[src/rtl/adxl345_i2c_responder_if.sv]
`default_nettype none
// ----------------------------------------------------------------------------
// adxl345_i2c_responder_if : open-drain I2C bus seen by the ADXL345 responder
// Revision 1.0
// ----------------------------------------------------------------------------
interface adxl345_i2c_responder_if;
  logic Scl;
  logic Sda;
  logic Sda_oe;

  modport slave  (input Scl, input Sda, output Sda_oe);
  modport master (output Scl, output Sda, input Sda_oe);
endinterface
`default_nettype wire

[src/rtl/adxl345_i2c_responder.sv]
`default_nettype none
// ----------------------------------------------------------------------------
// adxl345_i2c_responder : oversampled I2C target emulating the ADXL345 registers
// Revision 1.0
// ----------------------------------------------------------------------------
module adxl345_i2c_responder #(
  parameter logic [6:0] slave_address_p = 7'h53,
  parameter logic [7:0] devid_p         = 8'hE5,
  parameter int         sync_stages_p   = 2
) (
  input  logic                          Clk_i,
  input  logic                          Reset_i,
  adxl345_i2c_responder_if.slave        bus_if,
  input  logic [15:0]                   X_i,
  input  logic [15:0]                   Y_i,
  input  logic [15:0]                   Z_i,
  output logic [7:0]                    Bw_Rate_o,
  output logic [7:0]                    Power_Ctl_o,
  output logic [7:0]                    Data_Format_o,
  output logic                          Reg_Wr_Strobe_o,
  output logic                          Busy_o
);

  typedef enum logic [3:0] {
    IDLE      = 4'd0,
    ADDR      = 4'd1,
    ADDR_ACK  = 4'd2,
    PTR       = 4'd3,
    PTR_ACK   = 4'd4,
    WR_DATA   = 4'd5,
    WR_ACK    = 4'd6,
    RD_DATA   = 4'd7,
    RD_ACK    = 4'd8,
    WAIT_STOP = 4'd9
  } state_t;

  logic [sync_stages_p-1:0] scl_sync_q, sda_sync_q;
  logic                     scl_hist_q, sda_hist_q;
  logic                     scl_s, sda_s;
  logic                     scl_rise, scl_fall, start_det, stop_det;

  state_t      state_q, state_d;
  logic [3:0]  bit_cnt_q, bit_cnt_d;
  logic [7:0]  rx_q, rx_d;
  logic [6:0]  tx_q, tx_d;
  logic [7:0]  ptr_q, ptr_d;
  logic        oe_q, oe_d;
  logic        busy_q, busy_d;
  logic        strobe_q, strobe_d;
  logic [7:0]  bw_q, bw_d, pwr_q, pwr_d, fmt_q, fmt_d;
  logic [15:0] x_sh_q, x_sh_d, y_sh_q, y_sh_d, z_sh_q, z_sh_d;
  logic [7:0]  rd_byte;

  assign scl_s     = scl_sync_q[sync_stages_p-1];
  assign sda_s     = sda_sync_q[sync_stages_p-1];
  assign scl_rise  =  scl_s & ~scl_hist_q;
  assign scl_fall  = ~scl_s &  scl_hist_q;
  assign start_det =  scl_s &  scl_hist_q &  sda_hist_q & ~sda_s;
  assign stop_det  =  scl_s &  scl_hist_q & ~sda_hist_q &  sda_s;

  always_ff @(posedge Clk_i) begin
    if (Reset_i) begin
      scl_sync_q <= '1;
      sda_sync_q <= '1;
      scl_hist_q <= 1'b1;
      sda_hist_q <= 1'b1;
    end else begin
      scl_sync_q <= {scl_sync_q[sync_stages_p-2:0], bus_if.Scl};
      sda_sync_q <= {sda_sync_q[sync_stages_p-2:0], bus_if.Sda};
      scl_hist_q <= scl_s;
      sda_hist_q <= sda_s;
    end
  end

  always_comb begin
    rd_byte = 8'h00;
    case (ptr_q)
      8'h00:   rd_byte = devid_p;
      8'h2C:   rd_byte = bw_q;
      8'h2D:   rd_byte = pwr_q;
      8'h31:   rd_byte = fmt_q;
      8'h32:   rd_byte = x_sh_q[7:0];
      8'h33:   rd_byte = x_sh_q[15:8];
      8'h34:   rd_byte = y_sh_q[7:0];
      8'h35:   rd_byte = y_sh_q[15:8];
      8'h36:   rd_byte = z_sh_q[7:0];
      8'h37:   rd_byte = z_sh_q[15:8];
      default: rd_byte = 8'h00;
    endcase
  end

  always_ff @(posedge Clk_i) begin
    if (Reset_i) begin
      state_q   <= IDLE;
      bit_cnt_q <= 4'd0;
      rx_q      <= 8'h00;
      tx_q      <= 7'h00;
      ptr_q     <= 8'h00;
      oe_q      <= 1'b0;
      busy_q    <= 1'b0;
      strobe_q  <= 1'b0;
      bw_q      <= 8'h0A;
      pwr_q     <= 8'h00;
      fmt_q     <= 8'h00;
      x_sh_q    <= 16'h0000;
      y_sh_q    <= 16'h0000;
      z_sh_q    <= 16'h0000;
    end else begin
      state_q   <= state_d;
      bit_cnt_q <= bit_cnt_d;
      rx_q      <= rx_d;
      tx_q      <= tx_d;
      ptr_q     <= ptr_d;
      oe_q      <= oe_d;
      busy_q    <= busy_d;
      strobe_q  <= strobe_d;
      bw_q      <= bw_d;
      pwr_q     <= pwr_d;
      fmt_q     <= fmt_d;
      x_sh_q    <= x_sh_d;
      y_sh_q    <= y_sh_d;
      z_sh_q    <= z_sh_d;
    end
  end

  always_comb begin
    state_d   = state_q;
    bit_cnt_d = bit_cnt_q;
    rx_d      = rx_q;
    tx_d      = tx_q;
    ptr_d     = ptr_q;
    oe_d      = oe_q;
    busy_d    = busy_q;
    strobe_d  = 1'b0;
    bw_d      = bw_q;
    pwr_d     = pwr_q;
    fmt_d     = fmt_q;
    x_sh_d    = x_sh_q;
    y_sh_d    = y_sh_q;
    z_sh_d    = z_sh_q;

    // Bus conditions override whatever byte phase is in progress.
    if (stop_det) begin
      state_d = IDLE;
      oe_d    = 1'b0;
      busy_d  = 1'b0;
    end else if (start_det) begin
      state_d   = ADDR;
      bit_cnt_d = 4'd0;
      oe_d      = 1'b0;
    end else begin
      case (state_q)
        ADDR, PTR, WR_DATA: begin
          if (scl_rise && bit_cnt_q != 4'd8) begin
            rx_d      = {rx_q[6:0], sda_s};
            bit_cnt_d = bit_cnt_q + 4'd1;
          end else if (scl_fall && bit_cnt_q == 4'd8) begin
            bit_cnt_d = 4'd0;
            if (state_q == ADDR) begin
              if (rx_q[7:1] == slave_address_p) begin
                oe_d    = 1'b1;
                busy_d  = 1'b1;
                state_d = ADDR_ACK;
                if (rx_q[0]) begin
                  x_sh_d = X_i;
                  y_sh_d = Y_i;
                  z_sh_d = Z_i;
                end
              end else begin
                state_d = WAIT_STOP;
              end
            end else if (state_q == PTR) begin
              ptr_d   = rx_q;
              oe_d    = 1'b1;
              state_d = PTR_ACK;
            end else begin
              oe_d    = 1'b1;
              state_d = WR_ACK;
              ptr_d   = ptr_q + 8'd1;
              case (ptr_q)
                8'h2C: begin bw_d  = rx_q; strobe_d = 1'b1; end
                8'h2D: begin pwr_d = rx_q; strobe_d = 1'b1; end
                8'h31: begin fmt_d = rx_q; strobe_d = 1'b1; end
                default: ;
              endcase
            end
          end
        end
        ADDR_ACK: begin
          if (scl_fall) begin
            if (rx_q[0]) begin
              tx_d    = rd_byte[6:0];
              oe_d    = ~rd_byte[7];
              state_d = RD_DATA;
            end else begin
              oe_d    = 1'b0;
              state_d = PTR;
            end
          end
        end
        PTR_ACK, WR_ACK: begin
          if (scl_fall) begin
            oe_d    = 1'b0;
            state_d = WR_DATA;
          end
        end
        RD_DATA: begin
          if (scl_rise) begin
            bit_cnt_d = bit_cnt_q + 4'd1;
          end else if (scl_fall) begin
            if (bit_cnt_q == 4'd8) begin
              bit_cnt_d = 4'd0;
              oe_d      = 1'b0;
              state_d   = RD_ACK;
            end else begin
              oe_d = ~tx_q[6];
              tx_d = {tx_q[5:0], 1'b0};
            end
          end
        end
        RD_ACK: begin
          // Pointer advances on the master's ACK so the next byte is fetched on the fall.
          if (scl_rise) begin
            if (sda_s) state_d = WAIT_STOP;
            else       ptr_d   = ptr_q + 8'd1;
          end else if (scl_fall) begin
            tx_d    = rd_byte[6:0];
            oe_d    = ~rd_byte[7];
            state_d = RD_DATA;
          end
        end
        default: ;
      endcase
    end
  end

  assign bus_if.Sda_oe   = oe_q;
  assign Busy_o          = busy_q;
  assign Reg_Wr_Strobe_o = strobe_q;
  assign Bw_Rate_o       = bw_q;
  assign Power_Ctl_o     = pwr_q;
  assign Data_Format_o   = fmt_q;

endmodule
`default_nettype wire

[src/flat_wrapper.sv]
// flat-port wrapper written by rule: the top's interface ports become plain ports
module adxl345_i2c_responder_flat 
#(
  parameter logic [6:0] slave_address_p = 7'h53,
  parameter logic [7:0] devid_p         = 8'hE5,
  parameter int         sync_stages_p   = 2
)
  (Clk_i, Reset_i, X_i, Y_i, Z_i, Bw_Rate_o, Power_Ctl_o, Data_Format_o, Reg_Wr_Strobe_o, Busy_o, bus_if_Scl, bus_if_Sda, bus_if_Sda_oe);
  adxl345_i2c_responder_if bus_if_i ();
  input  logic Clk_i;
  input  logic Reset_i;
  input  logic [15:0] X_i;
  input  logic [15:0] Y_i;
  input  logic [15:0] Z_i;
  output logic [7:0] Bw_Rate_o;
  output logic [7:0] Power_Ctl_o;
  output logic [7:0] Data_Format_o;
  output logic Reg_Wr_Strobe_o;
  output logic Busy_o;
  input wire logic [$bits(bus_if_i.Scl)-1:0] bus_if_Scl;
  input wire logic [$bits(bus_if_i.Sda)-1:0] bus_if_Sda;
  output wire logic [$bits(bus_if_i.Sda_oe)-1:0] bus_if_Sda_oe;
  assign bus_if_i.Scl = bus_if_Scl;
  assign bus_if_i.Sda = bus_if_Sda;
  assign bus_if_Sda_oe = bus_if_i.Sda_oe;
  adxl345_i2c_responder #(.slave_address_p(slave_address_p), .devid_p(devid_p), .sync_stages_p(sync_stages_p)) u_core (.Clk_i(Clk_i), .Reset_i(Reset_i), .bus_if(bus_if_i), .X_i(X_i), .Y_i(Y_i), .Z_i(Z_i), .Bw_Rate_o(Bw_Rate_o), .Power_Ctl_o(Power_Ctl_o), .Data_Format_o(Data_Format_o), .Reg_Wr_Strobe_o(Reg_Wr_Strobe_o), .Busy_o(Busy_o));
endmodule
[config.mk]
export PLATFORM = sky130hd
export DESIGN_NAME = adxl345_i2c_responder_flat
export DESIGN_NICKNAME = d
export VERILOG_FILES = /design/src/rtl/adxl345_i2c_responder_if.sv /design/src/rtl/adxl345_i2c_responder.sv /design/src/flat_wrapper.sv
export SDC_FILE = /design/constraint.sdc
export NUM_CORES = 1
export LEC_CHECK = 0
export CAP_MARGIN = 0
export CORE_MARGIN = 8
export CORE_UTILIZATION = 35
export CTS_CLUSTER_DIAMETER = 60
export DETAILED_ROUTE_END_ITERATION = 8
export PLACE_DENSITY_LB_ADDON = 0.15
export RECOVER_POWER = 25
export SKIP_CTS_REPAIR_TIMING = 1
export SLEW_MARGIN = 20
export SYNTH_ARGS = -nofsm -noshare
export SYNTH_HDL_FRONTEND = slang
export SYNTH_SLANG_ARGS = --single-unit
[constraint.sdc]
create_clock -name Clk_i -period 2.4 [get_ports Clk_i]
set_input_delay 0.48 -clock Clk_i [delete_from_list [all_inputs] [get_ports Clk_i]]
set_output_delay 0.48 -clock Clk_i [all_outputs]
set_load 0.05 [all_outputs]
## Word level (Yosys, flattened, before mapping)

Cells that the tools add are included.

| word-level totals | value |
|---|---|
| bits in registers | 112 |
| bits in latches | 0 |
| bits in writable memories | 0 |
| ROM bits | 0 |
| input port bits | 52 |
| output and inout port bits | 27 |
| word-level logic and storage cells | 169 |
| memories | 0 |

| cells by class | value |
|---|---|
| add/sub/neg operators | 2 |
| multiply operators | 0 |
| div/mod/pow operators | 0 |
| $lt $le $gt $ge | 0 |
| equality and inequality tests | 49 |
| shift operators | 0 |
| mux-type cells | 53 |
| bitwise operators | 20 |
| reductions and logical operators | 26 |

Operators with widths:

| operator | number |
|---|---|
| $pmux W8 S10 | 1 |
| $eq A8 B6 Y1 const B | 9 |
| $mux W4 | 18 |
| $mux W7 | 7 |
| $mux W8 | 6 |
| $reduce_and A10 Y1 | 4 |
| $reduce_and A8 Y1 | 5 |
| $pmux W7 S3 | 1 |
| $pmux W4 S5 | 1 |
| $ne A3 B1 Y1 const B | 6 |
| $eq A4 B3 Y1 const B | 4 |
| $ne A2 B1 Y1 const B | 8 |
| $ne A4 B1 Y1 const B | 4 |
| $pmux W8 S2 | 1 |
| $mux W1 | 14 |
| $not A1 Y1 | 13 |
| $ne A2 B2 Y1 const B | 6 |
| $reduce_or A3 Y1 | 3 |
| $add A8 B1 Y8 const B | 1 |
| $eq A4 B2 Y1 const B | 2 |
| $eq A4 B4 Y1 const B | 2 |
| $logic_not A8 Y1 | 1 |
| $pmux W4 S2 | 1 |
| $reduce_or A8 Y1 | 1 |
| 20 further kinds | 31 |

## Logic depth before layout (Yosys ltp)

Gate-level depths: netlist of the first run.

| depth | value |
|---|---|
| depth after elaboration | 7 |
| depth in mapped cells | 9 |
| depth with buffers taken out | 7 |

## Worst setup path after synthesis of the first run

Ideal clock, no wire load.

| path | value |
|---|---|
| path kind | register -> register |
| start | reg u_core.bit_cnt_q[0] |
| end | reg u_core.bit_cnt_q[1] |
| setup time | 121 ps |
| arrival | 1975 ps |
| data required time | 2279 ps |
| setup slack | 304 ps |
| cell stages (with the launch flop) | 7 |
| buffers on the path | 0 |
| period minus slack after synthesis | 2096 ps |
| cell sequence | dfxtp_1 > inv_1 > ha_1 > and3b_1 > a221o_1 > o32ai_1 > mux2_2 |

| on the way | value |
|---|---|
| word-level cells in the longest chain between the ends | 5 |
| elaborated cells between the ends (all ways) | 12 |
| those cells by class | add/sub (1); eq/ne (4); mux (4); reduce/logical (3) |

RTL lines:

| what | RTL line | source |
|---|---|---|
| start, declared | adxl345_i2c_responder.sv:43 | `logic [3:0] bit_cnt_q, bit_cnt_d;` |
| start signal, assigned | adxl345_i2c_responder.sv:110 | `bit_cnt_q <= bit_cnt_d;` |
| parallel branches: the longest is 5 deep, another holds $add A4 B1 Y4 | -- |  |

Parallel ways; which one is timed is not known.
A chain may end at the register's enable or synchronous reset.

## Final worst setup path of the first run

| path | value |
|---|---|
| start | reg u_core.state_q[0] |
| end | reg u_core.state_q[2] |

| on the way | value |
|---|---|
| word-level cells in the longest chain between the ends | 5 |
| elaborated cells between the ends (all ways) | 25 |
| those cells by class | eq/ne (17); mux (4); reduce/logical (4) |

RTL lines:

| what | RTL line | source |
|---|---|---|
| start, declared | adxl345_i2c_responder.sv:42 | `state_t state_q, state_d;` |
| start signal, assigned | adxl345_i2c_responder.sv:109 | `state_q <= state_d;` |
| $eq A4 B1 Y1 | adxl345_i2c_responder.sv:152, adxl345_i2c_responder.sv:159 |  |
| $mux W4 | adxl345_i2c_responder.sv:159 | `if (state_q == ADDR) begin` |
| $mux W4 | adxl345_i2c_responder.sv:157 | `end else if (scl_fall && bit_cnt_q == 4'd8) begin` |
| $mux W4 | adxl345_i2c_responder.sv:154 | `if (scl_rise && bit_cnt_q != 4'd8) begin` |
| $pmux W4 S5 | adxl345_i2c_responder.sv:152 | `case (state_q)` |

Parallel ways exist; a longest one is shown, timed or not. The select of a mux whose other input is x is not followed.

==> flow_metrics.tcl, run 1 <==
set metrics [dict create \
    status "finished clean" \
    ir_drop_mv 0.3445 \
    r2r_cells 6 \
    io_pins 79 \
    synthFlopType "dfxtp_1" \
    final_cell_area_sq_um 7385 \
    wl_mm 18.74 \
    vias_per_cell 5.398 \
    cts_tree "done" \
    hold_violations 0 \
    syn_inst 690 \
    place_inst 979 \
    hpwl_mm 13.42 \
    final_nets 839 \
    htreeDepth 3 \
    chipHeight_um 145.2 \
    postPlaceCellArea_sq_um 6979 \
    crit_cells 6 \
    cp-startpoint "u_core.state_q[0]" \
    clk-insertion-delay-late_ns 0.36 \
    synth_nets 751 \
    cpPeakStageDelay_ns 0.46 \
    grt-ovfl-total 0 \
    port_buffers 78 \
    gp_congestion 0.8695 \
    worst_pin_slew_ns 1.111 \
    crit_path_start_kind "register" \
    critPathCapture "u_core.state_q[2]" \
    critPathSlowestCell "or3b_2" \
    cp.required_ns 2.61 \
    finClkSkew_ns 0.009701 \
    timing.fmax_mhz 436.9 \
    end_kind "register" \
    cp_cell_sequence "buf_4 -> or3b_2 -> a21oi_1 -> o221ai_1 -> mux2i_1 -> a2111oi_0" \
    hp-start "u_core.sda_sync_q[0]" \
    avgSynthCellArea_sq_um 8.461 \
    critical_path.top_delay_family "compound AO/OA/AOI/OAI gates" \
    track_usage_pct 16.97 \
    grt_pass1_wl_mm 29.15 \
    synth_edf_count 0 \
    drive_gt1_share_pct 18.29 \
    antenna_left 0 \
    maxSlewHeadroom_pct 25.96 \
    ys_ff_latch 112 \
    rows 47 \
    core_area_sq_um 16470 \
    cp.arrival_ns 2.50 \
    firstDrtPassIters 5 \
    die_area_sq_um 21070 \
    fin_crit_ns 2.289 \
    met1_usage_pct 21.74 \
    r2r_start "u_core.state_q[0]" \
    critical_path_class "reg -> reg" \
    grt_max_degree 92 \
    multi_input_area_sq_um 3332 \
    cap_violations 0 \
    clock_sinks 112 \
    start_util_pct 35.46 \
    reg2reg_to "u_core.state_q[2]" \
    crit_fanout 7 \
    finalSetupViolCount 0 \
    yosysSeqAreaShare_pct 38.41 \
    synthesis.area_sq_um 5838 \
    fillers 1624 \
    p_leak_nw 2.706 \
    cts_buffers 9 \
    crit_buf_inv 1 \
    route.detailed.drc 0 \
    area_growth_pct 26.49 \
    cts_buffer_depth 2 \
    grtUsageMet2_pct 28.32 \
    final_cells 1002 \
    antenna_found_initial 0 \
    powerDensity_nw_per_um2 594.8 \
    first_global_vias 5307 \
    rsz0062_at_grt "false" \
    vias 5409 \
    cts.reportedPaths.clkPinSlew_ns 0.07 \
    slew_viol_final 0 \
    ff2ff_setup_slack_ns 0.11 \
    die_x_um 145.2 \
    globalRouteMet3Util_pct 3.420 \
    diodes 0 \
    clockRootBuffer "clkbuf_16" \
    drt_iter0_markers 439 \
    async_flop_share_pct 0 \
    ys.warnings.count 0 \
    hold_path.class "reg -> reg" \
    final-seq-area_sq_um 2246 \
    grt.busiest_layer "met2" \
    fin_crit_sh_pct 95.37 \
    yosysUniqueCellTypes 81 \
    wl_per_cell_um 18.70 \
]
==> worst reg2reg max path, stage by stage, from the launching register on <==
cell	delay [ns]
dfxtp_1	0.35
buf_4	0.17
or3b_2	0.46
a21oi_1	0.29
o221ai_1	0.24
mux2i_1	0.17
a2111oi_0	0.46
==> through the flow <==
step           setup slack [ns]  setup TNS, ns  utilization [%]  total power, mW  hold slack, ns
2_1_floorplan            0.3044              0                -            2.575          0.3895
3_3_place_gp            0.01494              0            42.39            2.840          0.3989
3_5_place_dp           0.007409              0            42.39            2.848          0.3997
4_1_cts               -0.008717       -0.01235            44.18            4.406          0.4169
5_1_grt                0.006845              0            44.85            4.589          0.4301
6_report                 0.1111              0            44.85            4.392          0.4137
==> flip-flops by register name (all words and copies together) (netlist names) <==
signal,cells
u_core.x_sh_q,16
u_core.y_sh_q,16
u_core.z_sh_q,16
u_core.Bw_Rate_o,8
u_core.Data_Format_o,8
u_core.Power_Ctl_o,8
u_core.ptr_q,8
u_core.rx_q,8
u_core.tx_q,7
u_core.bit_cnt_q,4
u_core.state_q,4
u_core.scl_sync_q,2
u_core.sda_sync_q,2
u_core.Busy_o,1
u_core.Reg_Wr_Strobe_o,1
u_core.bus_if.Sda_oe,1
u_core.scl_hist_q,1
u_core.sda_hist_q,1
==> final cells by class <==
| type | instances | share of cell area, % |
|---|---|---|
| Clock buffer | 11 | 3.287 |
| Clock inverter | 4 | 0.7116 |
| Inverter | 10 | 0.5083 |
| Multi-Input combinational cell | 517 | 45.12 |
| Sequential cell | 112 | 30.41 |
| Tap cell | 220 | 3.728 |
| Timing Repair Buffer | 128 | 16.23 |
==> kinds of logic (layout without fill, tap and decap cells) <==
kind of cell	Yosys count	in the layout	share of synthesized area (%)
compound gates	162	162	19.85
xor+xnor	2	2	0.3001
buf+inv	62	153	5.315
flops	112	112	38.41
fa+ha+maj	9	9	1.929
mux	42	42	7.330
simple gates	301	302	26.88
==> worst min path at each step <==
stage	slack, ns	cells after the start	endpoint
after floorplan	0.39	1	u_core.scl_sync_q[1]
after global placement	0.40	1	u_core.sda_sync_q[1]
after detailed placement	0.40	1	u_core.sda_sync_q[1]
after CTS	0.42	1	u_core.sda_sync_q[1]
after global routing	0.43	1	u_core.sda_sync_q[1]
final	0.41	1	u_core.sda_sync_q[1]
==> layer usage <==
layer | wire length [um] | vias up
met5 | 0 | -
met4 | 242 | 0
met3 | 658 | 19
met2 | 9126 | 109
met1 | 8714 | 2637
li1 | - | 2644
==> cells in the final DEF, fill, tap and decap left out, types with 20 or more instances in the layout <==
cell type,Yosys,final
o21ai_0,20,20
clkdlybuf4s50_1,0,57
dlygate4sd3_1,0,20
buf_4,2,44
nand2_1,119,118
a21oi_1,45,45
dfxtp_1,112,109
a21oi_2,20,20
nand2_2,20,21
nor2_1,50,50
mux2i_1,36,36
==> cells in the mapped netlist (8+ instances only) <==
cell	instances	share of area, %
a21oi_1	45	3.9
nand2_1	119	7.7
nor3_1	15	1.3
nand4_1	9	0.96
a211oi_1	8	1.0
nand3_1	15	1.3
o21ai_0	20	1.7
nor2_1	50	3.2
clkbuf_1	34	2.2
or2_2	8	0.86
nand2_2	20	2.1
a21oi_2	20	3.0
mux2i_1	36	6.2
a311oi_1	8	1.2
dfxtp_1	112	38
ha_1	9	1.9
inv_1	10	0.64
buf_2	10	0.86
==> where the power goes <==
| group | internal (mW) | switching, mW |
|---|---|---|
| Combinational | 0.392 | 0.500 |
| Clock | 0.838 | 0.716 |
| Sequential | 1.90 | 0.0437 |
Power figures use the tool's default switching activity.
==> run 2: changes to the inputs <==
--- a/config.mk
+++ b/config.mk
@@ -12,6 +12,7 @@
 export DETAILED_ROUTE_END_ITERATION = 8
 export PLACE_DENSITY_LB_ADDON = 0.15
 export RECOVER_POWER = 25
+export REMOVE_ABC_BUFFERS = 1
 export SKIP_CTS_REPAIR_TIMING = 1
 export SLEW_MARGIN = 20
 export SYNTH_ARGS = -nofsm -noshare
==> run 2 against run 1 <==
- sequential power about the same
- combinational power fell by 2%
- core utilization is 0.87 points higher
- largest power group unchanged
==> flow_metrics.tcl, run 2 (synthesis gave the netlist of run 1 again) <==
set metrics [dict create \
    cts_tree "done" \
    route.met2.wl_mm 8.887 \
    final_cell_mix "nand2_1 (119), dfxtp_1 (109), clkdlybuf4s50_1 (76)" \
    r2r_start "u_core.state_q[3]" \
    diodes 0 \
    finalPower_mw 4.479 \
    die_x_um 145.2 \
    holdWs_ns 0.4049 \
    met1_length_mm 8.896 \
    top_layer_used "met4" \
    vias_per_cell 5.458 \
    powerDensity_nw_per_um2 595.0 \
    crit_fanout 10 \
    cts_buffer_depth 2 \
    maxSlewHeadroom_pct 23.42 \
    cap_violations 0 \
    p_switching_mw 1.246 \
    finalSetupViolCount 0 \
    die_area_sq_um 21070 \
    status "finished clean" \
    slew_viol_final 0 \
    cts_buffers 9 \
    clock_sinks 112 \
    reg2reg_to "u_core.state_q[2]" \
    htreeDepth 3 \
    wl_per_cell_um 18.93 \
    firstDrtPassIters 5 \
    core_area_sq_um 16470 \
    area_growth_pct 28.95 \
    power_frac_clock_pct 36.7 \
    fin_crit_sh_pct 96.83 \
    swShare_pct 27.81 \
    cp-startpoint "u_core.state_q[3]" \
    final_cells 1012 \
    gp_congestion 0.9278 \
    critPathCapture "u_core.state_q[2]" \
    tns_ns 0 \
    io_pins 79 \
    drive_gt1_share_pct 19.57 \
    ir_drop_mv 0.3534 \
    port_buffers 78 \
    timing.fmax_mhz 430.3 \
    final_nets 849 \
    critical_path_class "reg -> reg" \
    drt_iter0_markers 437 \
    clk-insertion-delay-late_ns 0.36 \
    fin_crit_ns 2.324 \
    cts.reportedPaths.clkPinSlew_ns 0.08 \
    grt_max_degree 49 \
    clockRootBuffer "clkbuf_16" \
    end_kind "register" \
    hold_path.class "reg -> reg" \
    grt_pass1_wl_mm 29.45 \
    track_usage_pct 17.18 \
    hpwl_mm 13.64 \
    grt-ovfl-total 0 \
    worst_pin_slew_ns 1.149 \
    crit_path_start_kind "register" \
    vias 5524 \
    ff2ff_setup_slack_ns 0.08 \
    r2r_cells 5 \
    start_util_pct 35.46 \
    p_int_mw 3.234 \
    layout_commonest_cell "nand2_1" \
    finClkSkew_ns 0.01074 \
    seqPwrFrac_pct 43.7 \
    first_global_vias 5376 \
    place_inst 992 \
    wl_met3_mm 1.074 \
    cp.arrival_ns 2.54 \
    p_leak_nw 2.719 \
    antenna_found_initial 0 \
    final_core_util_pct 45.72 \
    chipHeight_um 145.2 \
    hold_violations 0 \
    combPwrFrac_pct 19.5 \
    reg_top3 "u_core.x_sh_q: 16 flops, u_core.y_sh_q: 16 flops, u_core.z_sh_q: 16 flops" \
    fillers 1636 \
    antenna_left 0 \
    rows 47 \
    wl_mm 19.15 \
    route.detailed.drc 0 \
    cp.required_ns 2.62 \
]
run 2: layout make-up:
cell class,count,area [sq um],area share (%)
Multi-Input combinational cell,516,3324,44.16
Sequential cell,112,2246,29.83
Timing Repair Buffer,139,1325,17.60
Tap cell,220,275.3,3.656
Clock buffer,10,239.0,3.174
Clock inverter,5,81.33,1.080
Inverter,10,37.54,0.4986
run 2: worst min path at each step:
stage                                 endpoint  cells after the start  slack (ns)                 start
after floorplan           u_core.scl_sync_q[1]                      1        0.39  u_core.scl_sync_q[0]
after global placement    u_core.scl_sync_q[1]                      1        0.39  u_core.scl_sync_q[0]
after detailed placement  u_core.sda_sync_q[1]                      1        0.39  u_core.sda_sync_q[0]
after CTS                 u_core.sda_sync_q[1]                      1        0.41  u_core.sda_sync_q[0]
after global routing      u_core.scl_sync_q[1]                      1        0.43  u_core.scl_sync_q[0]
final                     u_core.sda_sync_q[1]                      1        0.40  u_core.sda_sync_q[0]
run 2: routing by layer:
metal / vias up / GRT usage, %
met5: - / 0
met4: 0 / 5.674
met3: 26 / 3.109
met2: 174 / 27.87
met1: 2662 / 22.59
li1: 2662 / -
run 2: per-stage QoR:
step                      setup WS (ns)  instance area (sq um)
after detailed placement       -0.01162                   7089
after CTS                     -0.004534                   7410
after floorplan                 -0.4787                   5565
after global placement          0.06565                   7089
after global routing           -0.01119                   7528
final                           0.07601                   7528
run 2: power by group through the flow:
stage | Clock, mW | Sequential [mW] | Combinational, mW
after floorplan | 0 | 2.06 | 0.452
after global placement | 0 | 2.00 | 0.831
after detailed placement | 0 | 2.00 | 0.837
after CTS | 1.68 | 1.95 | 0.844
after global routing | 1.75 | 1.96 | 0.946
final | 1.65 | 1.96 | 0.875
run 2: worst max-delay path, cell delays in order (launching register included):
cell       delay (ns)
dfxtp_1          0.56
or3b_2           0.48
a21oi_1          0.28
o221ai_1         0.25
mux2i_1          0.17
a2111oi_0        0.44
==> run 3: changes to the inputs <==
--- a/config.mk
+++ b/config.mk
@@ -8,6 +8,7 @@
 export CAP_MARGIN = 0
 export CORE_MARGIN = 8
 export CORE_UTILIZATION = 35
+export CTS_BUF_LIST = sky130_fd_sc_hd__clkbuf_16
 export CTS_CLUSTER_DIAMETER = 60
 export DETAILED_ROUTE_END_ITERATION = 8
 export PLACE_DENSITY_LB_ADDON = 0.15
==> run 3 against run 2 <==
- clock power down 2%
- count of clock-buffer cells in the layout is 1 lower
- total power decreased by 0.66%
- flip-flop and latch count is the same
- sequential power about the same
- non-clock buffer count is the same
- cell area decreased by 0.13%
- core utilization fell by 0.061 points
- critical path type unchanged
- largest cell class unchanged
- largest power group unchanged
==> flow_metrics.tcl, run 3 (synthesis gave the netlist of run 1 again) <==
set metrics [dict create \
    grt-ovfl-total 0 \
    gp_congestion 0.9278 \
    grt.busiest_layer "met2" \
    pre_cts_slack_ns -0.01162 \
    slew_viol_final 0 \
    p_leak_nw 2.714 \
    finClkSkew_ns 0.01026 \
    finalSetupViolCount 0 \
    firstDrtPassIters 6 \
    grt_pass1_wl_mm 29.45 \
    final_cell_mix "nand2_1 (119), dfxtp_1 (109), clkdlybuf4s50_1 (76)" \
    fin_crit_sh_pct 97.89 \
    critical_path_class "reg -> reg" \
    grtUsageMet2_pct 27.87 \
    ff2ff_setup_slack_ns 0.05 \
    cts.reportedPaths.clkPinSlew_ns 0.08 \
    diodes 0 \
    reg_top3 "u_core.x_sh_q: 16 flops, u_core.y_sh_q: 16 flops, u_core.z_sh_q: 16 flops" \
    fin_crit_ns 2.349 \
    powerDensity_nw_per_um2 591.9 \
    clockRootBuffer "clkbuf_16" \
    hold_violations 0 \
    drt_iter0_markers 456 \
    cp.arrival_ns 2.57 \
    clock_sinks 112 \
    cpPeakStageDelay_ns 0.56 \
    die_area_sq_um 21070 \
    critPathSlowestCell "dfxtp_1" \
    final.setup.worst_slack_ns 0.05056 \
    crit_fanout 10 \
    met1_usage_pct 22.59 \
    ir_drop_mv 0.3515 \
    timing.fmax_mhz 425.6 \
    maxSlewHeadroom_pct 23.94 \
    drive_gt1_share_pct 19.44 \
    hold_path.class "reg -> reg" \
    postPlaceCellArea_sq_um 7089 \
    final_cell_area_sq_um 7518 \
    htreeDepth 3 \
    wl_per_cell_um 18.94 \
    cts_buffer_depth 2 \
    crit_path_start_kind "register" \
    area_growth_pct 28.78 \
    route.detailed.drc 0 \
    final_nets 849 \
    cp_cell_sequence "or3b_2 -> a21oi_1 -> o221ai_1 -> mux2i_1 -> a2111oi_0" \
    vias 5547 \
    wl_mm 19.16 \
    chipHeight_um 145.2 \
    die_x_um 145.2 \
    globalRouteMet3Util_pct 3.109 \
    clk-insertion-delay-late_ns 0.36 \
    cap_violations 0 \
    cts_buffers 9 \
    fillers 1639 \
    antenna_found_initial 0 \
    core_area_sq_um 16470 \
    vias_per_cell 5.481 \
    tns_ns 0 \
    antenna_left 0 \
    cts_tree "done" \
    first_global_vias 5377 \
    io_pins 79 \
    finalPower_mw 4.450 \
    worst_pin_slew_ns 1.141 \
    rows 47 \
    status "finished clean" \
    end_kind "register" \
    grt_max_degree 49 \
    track_usage_pct 17.18 \
    hpwl_mm 13.64 \
    port_buffers 78 \
    cp.required_ns 2.62 \
    layout_commonest_cell "nand2_1" \
    start_util_pct 35.46 \
]
## run 3: changes by cell type in the layout (fill, tap and decap cells not counted)
cell	before	now
clkinv_1	0	1
clkbuf_8	1	0
## run 3: path summary, 6_finish.rpt
kind                                      startpoint                    to  depth (start not counted)
worst min-delay path            u_core.sda_sync_q[0]  u_core.sda_sync_q[1]                          1
worst max-delay path               u_core.state_q[3]     u_core.state_q[2]                          5
worst max register to register     u_core.state_q[3]     u_core.state_q[2]                          5
worst min register to register  u_core.sda_sync_q[0]  u_core.sda_sync_q[1]                          1
## run 3: layer usage
layer	part of all wire [%]	wire length, um
met1	47	9016
met2	47	8938
met3	4.8	920
met4	1.5	289
met5	0	0
## run 3: through the flow
step	utilization, %	hold slack, ns	instances
finish	45.66	0.4052	1012
floorplan	-	0.3895	638
detailed placement	43.05	0.3932	992
global placement	43.05	0.3943	992
CTS	44.94	0.4082	1007
global route	45.66	0.4290	1012
## run 3: layout make-up
cell class | count | area, sq um | share of cell area, %
Multi-Input combinational cell | 516 | 3324 | 44.22
Tap cell | 220 | 275.3 | 3.661
Inverter | 10 | 37.54 | 0.4993
Clock inverter | 6 | 85.08 | 1.132
Sequential cell | 112 | 2246 | 29.87
Clock buffer | 9 | 225.2 | 2.996
Timing Repair Buffer | 139 | 1325 | 17.62
## run 3: report_power, final
group	switching (mW)	internal (mW)	leakage, nW
logic	0.485	0.393	1.66
clock network	0.707	0.907	0.149
registers	0.0562	1.90	0.905
total	1.25	3.20	2.71
## run 3: worst max-delay path: cells and delay by family, from the launching register on
family / cells / cell delay [ns]
AOI/OAI and AO/OA: 3 / 0.98
muxes: 1 / 0.18
and+or+nand+nor: 1 / 0.48
DFF: 1 / 0.56
